### config.mk
export PLATFORM = sky130hd
export DESIGN_NAME = ts_hex_formatter
export DESIGN_NICKNAME = d
export VERILOG_FILES = /design/src/rtl/ts_hex_formatter.sv
export SDC_FILE = /design/constraint.sdc
export NUM_CORES = 1
export LEC_CHECK = 0
export ABC_AREA = 1
export CAP_MARGIN = 20
export CORE_UTILIZATION = 54
export DETAILED_ROUTE_END_ITERATION = 12
export MAX_ROUTING_LAYER = met4
export PLACE_DENSITY = 0.82
export SYNTH_ARGS = -nofsm -noshare
export SYNTH_HDL_FRONTEND = slang
export SYNTH_SLANG_ARGS = --single-unit
export TNS_END_PERCENT = 20
### constraint.sdc
create_clock -name clk -period 2.3 [get_ports clk]
set_input_delay 0.345 -clock clk [delete_from_list [all_inputs] [get_ports clk]]
set_output_delay 0.345 -clock clk [all_outputs]
set_load 0.02 [all_outputs]
### src/rtl/ts_hex_formatter.sv
// Formats a TS_BITS-wide timestamp as uppercase ASCII hex followed by CR LF and streams it
// byte by byte on a valid/ready interface. Optional macro TS_FMT_PREFIX_EN prepends "0x".
module ts_hex_formatter #(
  parameter int TS_BITS = 32
) (
  input  logic               clk,
  input  logic               rst,
  input  logic               ts_valid,
  input  logic [TS_BITS-1:0] ts_data,
  output logic               ts_ready,
  output logic               tx_valid,
  output logic [7:0]         tx_data,
  input  logic               tx_ready,
  output logic               busy
);

  localparam int NIBBLES = TS_BITS / 4;
  localparam int CW      = (NIBBLES > 1) ? $clog2(NIBBLES) : 1;
  localparam logic [CW-1:0] LAST_DIGIT = CW'(NIBBLES - 1);

  // Handshakes: a transfer happens on a rising clk edge where valid && ready are both high.
  // Once tx_valid is raised, tx_data is held until that transfer.
  typedef enum logic [2:0] {
    S_IDLE  = 3'd0,
`ifdef TS_FMT_PREFIX_EN
    S_PFX0  = 3'd1,
    S_PFX1  = 3'd2,
`endif
    S_DIGIT = 3'd3,
    S_CR    = 3'd4,
    S_LF    = 3'd5
  } state_e;

  state_e             state_q, state_d;
  logic [TS_BITS-1:0] sr_q, sr_d;
  logic [CW-1:0]      cnt_q, cnt_d;
  logic [3:0]         top_nib;

  assign top_nib  = sr_q[TS_BITS-1 -: 4];
  assign ts_ready = (state_q == S_IDLE);
  assign tx_valid = (state_q != S_IDLE);
  assign busy     = (state_q != S_IDLE);

  always_comb begin
    tx_data = 8'h00;
    case (state_q)
`ifdef TS_FMT_PREFIX_EN
      S_PFX0:  tx_data = 8'h30;
      S_PFX1:  tx_data = 8'h78;
`endif
      S_DIGIT: tx_data = (top_nib <= 4'd9) ? (8'h30 + {4'h0, top_nib})
                                           : (8'h37 + {4'h0, top_nib});
      S_CR:    tx_data = 8'h0D;
      S_LF:    tx_data = 8'h0A;
      default: tx_data = 8'h00;
    endcase
  end

  always_comb begin
    state_d = state_q;
    sr_d    = sr_q;
    cnt_d   = cnt_q;
    case (state_q)
      S_IDLE: begin
        if (ts_valid) begin
          sr_d  = ts_data;
          cnt_d = '0;
`ifdef TS_FMT_PREFIX_EN
          state_d = S_PFX0;
`else
          state_d = S_DIGIT;
`endif
        end
      end
`ifdef TS_FMT_PREFIX_EN
      S_PFX0: if (tx_ready) state_d = S_PFX1;
      S_PFX1: if (tx_ready) state_d = S_DIGIT;
`endif
      S_DIGIT: begin
        if (tx_ready) begin
          sr_d  = {sr_q[TS_BITS-5:0], 4'h0};
          cnt_d = cnt_q + CW'(1);
          if (cnt_q == LAST_DIGIT) state_d = S_CR;
        end
      end
      S_CR:    if (tx_ready) state_d = S_LF;
      S_LF:    if (tx_ready) state_d = S_IDLE;
      default: state_d = S_IDLE;
    endcase
  end

  always_ff @(posedge clk) begin
    if (rst) begin
      state_q <= S_IDLE;
      sr_q    <= '0;
      cnt_q   <= '0;
    end else begin
      state_q <= state_d;
      sr_q    <= sr_d;
      cnt_q   <= cnt_d;
    end
  end

endmodule

==> impl_results.md <==
- Cells taking the most area after synthesis: dfxtp_1 (36%), nand2_1 (20%), nor2_1 (13%), inv_1 (8.2%), o21ai_0 (6.7%)
- Psw: 1.294 mW
- Iteration-0 DRC Markers: a little over 90
- Synth Instances: approximately 350
- Worst IR Drop VDD: 0.5298 mV
- HP Class: reg2reg
- Share of the yosys chip area belonging to registers: 36.13%
- Final WL: approximately 4200 um
- Crit. path cell count: 8
- Die H: about 64 um
- Clk pwr share: ~16%
- Synth Area in Compound Gates: approximately a tenth
- WL per Instance: 9.523 um
- Vias in the first global route: approximately 1800
- Hold Path Cell Cnt: 2
- Leading cell type in the layout, fill and taps excluded: nand2_1
- Power density cells: roughly 1100 mW/mm^2
- Warnings from Yosys: 0
- Die area: around 0.0042 sq mm
- Buffers added on ports: 45
- RSZ-0062 raised after global routing: no
- First-pass GRT wire length: ~7000 um
- Area leader, netlist: dfxtp_1
- Fin. max-slew vios: 0
- Cts bufs inserted: 5
- Primary FF master, synth: dfxtp_1
- Most used cell, CP: nand2_1
- Vias/cell: 4.637
- Die width: about 64 um
- Syn avg cell area: between 5 and 6 sq um
- Starting Density: 57.09%
- Critical Path RT: just under 2000 ps
- Gpl congestion: roughly 0.83
- Slew margin rel.: approximately two thirds
- Fmax: roughly 0.46 GHz
- Number of synthesized flops with an enable pin: 0
- Internal power: 1.689 mW
- WP buf/inv: 2
- Flop pwr share: around a third
- Final hold violation count: 0
- Startpoint Class: register
- Final #Nets: ~430
- Top-area cell type share of the netlist area: 36.13%
- Tot Pwr: between 2 and 3 mW
- Synth Area in Simple Gates: 38.98%
- Max FO, Critical Path: 4
- Leak: around 1.4 nW
- DRC viols: 0
- Max stage delay on crit path: between 300 and 400 ps
- CP Capture Type: primary output
- Netlist cell types: 23
- Sw Ratio: between 40% and 50%
- Commonest non-fill, non-tap cells in the layout: nand2_1 (114), nor2_1 (71), inv_1 (46)
- Post-CTS Hold Fix Bufs: 0
- Critical path data arrival time: 1820 ps
- Least-Margin Pin Slew: slightly above 500 ps
- TritonCTS clock tree: yes
- Largest family of logic cells by synthesized area: simple AND/OR/NAND/NOR gates
- N_diodes: 0
- Core ar.: about 0.0037 sq mm
- Final min period: between 2000 and 2500 ps
- Status: complete, no violations
- Fill cells: ~330
- Reg clk slew, reported paths: approximately 70 ps
- Post-Synth Adder-Cell Area: between 2 and 2.5%
- Post-Route Setup TNS: 0 ps
- Slowest-stage cell, CP: dfxtp_2
- DR vias: slightly above 2000
- Drt first pass iters: 4
- Final HPWL DP: between 2000 and 3000 um
- Worst-Skew Late Latency: between 200 and 300 ps
- Total GRT Usage: around 22%
- FFs w/ async S/R, synth: 0%
- Final setup violation count: 0
- Critical Path, Cell by Cell: inv_1 -> ha_1 -> or2_1 -> a21oi_2 -> o21ai_1 -> nand2_1 -> nand2_1 -> dlygate4sd2_1
- Clock sink total: 38
- Max Cap Viol: 0
- CTS H-tree depth: 2
- Share of cells above drive strength 1: 5.641%
- Gate power share: about half
- FP Rows: 22
- Yosys reg bits: 38
- Mux cell area share after synthesis: 0%
- Io pins: 47
- Clk_skew: 5.883 ps
- Syn Std Cell Area: 0.002106 sq mm
- Clock buffer depth: 2
- Pin count of the biggest net entering global routing: between 60 and 70
- Clk root buf: clkbuf_8
- Syn nets: between 300 and 400
- Part of the cycle the worst path needs: a little over nine tenths
- Top Family by Delay on Critical Path: buffers and inverters
- Post-synthesis xor/xnor area fraction: 0%
- R2R cell count: 9
- Area Growth Syn to Fin: 25.97%
- Congestion Overflow GR: 0
- DRT antenna net count: 0
- Crit path kind: reg2out
- Initial antenna violation count: 0
==> final cells by class <==
class	instances	area, sq um	area share (%)
tap	48	60.06	2.264
clock buffer	7	86.33	3.255
sequential	38	762.0	28.73
inverter	47	176.4	6.651
clock inverter	1	5.005	0.1887
timing repair buffer	49	478.0	18.02
multi-input combinational	248	1085	40.90
==> worst min-delay path, stage by stage, from the launching register on <==
cell and delay [ps]:
dfxtp_1 310, nand2_1 60, a21oi_1 50
==> state kept, by name, summed over array words and instances, names as in the netlist <==
register	flops
cnt_q	3
sr_q	32
state_q	3
==> Yosys cell counts, types with 2 or more instances <==
cell      number
nor2_1        71
buf_2         10
o21ai_1        2
ha_1           4
dfxtp_1       38
buf_4          2
nand3_1       11
clkbuf_1       6
o21ai_0       28
nand2_1      114
inv_1         46
a21oi_1        8
==> metal layers <==
metal | up-vias | track usage, % | wire (um)
li1 | 1122 | - | -
met1 | 865 | 26.78 | 2080
met2 | 37 | 35.92 | 1888
met3 | 7 | 4.930 | 145
met4 | 0 | 8.611 | 56
met5 | - | - | 0
==> power groups by stage <==
stage | clock, mW | combinational, mW | sequential [mW]
detailed placement | 0 | 1.55 | 0.994
floorplan | 0 | 1.18 | 0.970
finish | 0.465 | 1.54 | 0.982
global placement | 0 | 1.53 | 0.985
global route | 0.501 | 1.80 | 1.00
CTS | 0.472 | 1.54 | 0.978
==> stage by stage <==
stage | setup slack (ps) | util, % | instance area, sq um | hold slack [ps] | std cells
final | 136.0 | 71.91 | 2653 | 466.3 | 438
after global routing | 24.19 | 71.91 | 2653 | 487.9 | 438
after CTS | 19.00 | 71.98 | 2655 | 469.9 | 438
after detailed placement | 48.55 | 69.71 | 2571 | 457.7 | 430
after global placement | 111.0 | 69.71 | 2571 | 449.7 | 430
after floorplan | 394.9 | - | 2106 | 414.1 | 351
==> cells by family after synthesis <==
group,Yosys count
other,1
flip-flops,38
AND/OR/NAND/NOR,204
buffers and inverters,65
AO/OA/AOI/OAI,39
adder cells (fa/ha/maj),4
==> what timing repair did <==
| item | in CTS | in global routing |
|---|---|---|
| resized for setup | 6 | 6 |
| pin swaps | 0 | 0 |
| buffers inserted | 0 | 0 |
| setup endpoints to repair | 6 | 3 |
==> path summary, 6_finish.rpt <==
path,slack [ps],to,startpoint
max,140,tx_data[3],sr_q[28]$_SDFFE_PP0P_
min,470,sr_q[0]$_SDFFE_PP0P_,sr_q[0]$_SDFFE_PP0P_
max reg2reg,500,state_q[0]$_SDFFE_PP0P_,state_q[2]$_SDFFE_PP0P_
min reg2reg,470,sr_q[0]$_SDFFE_PP0P_,sr_q[0]$_SDFFE_PP0P_
(Power assumes the default switching activity.)
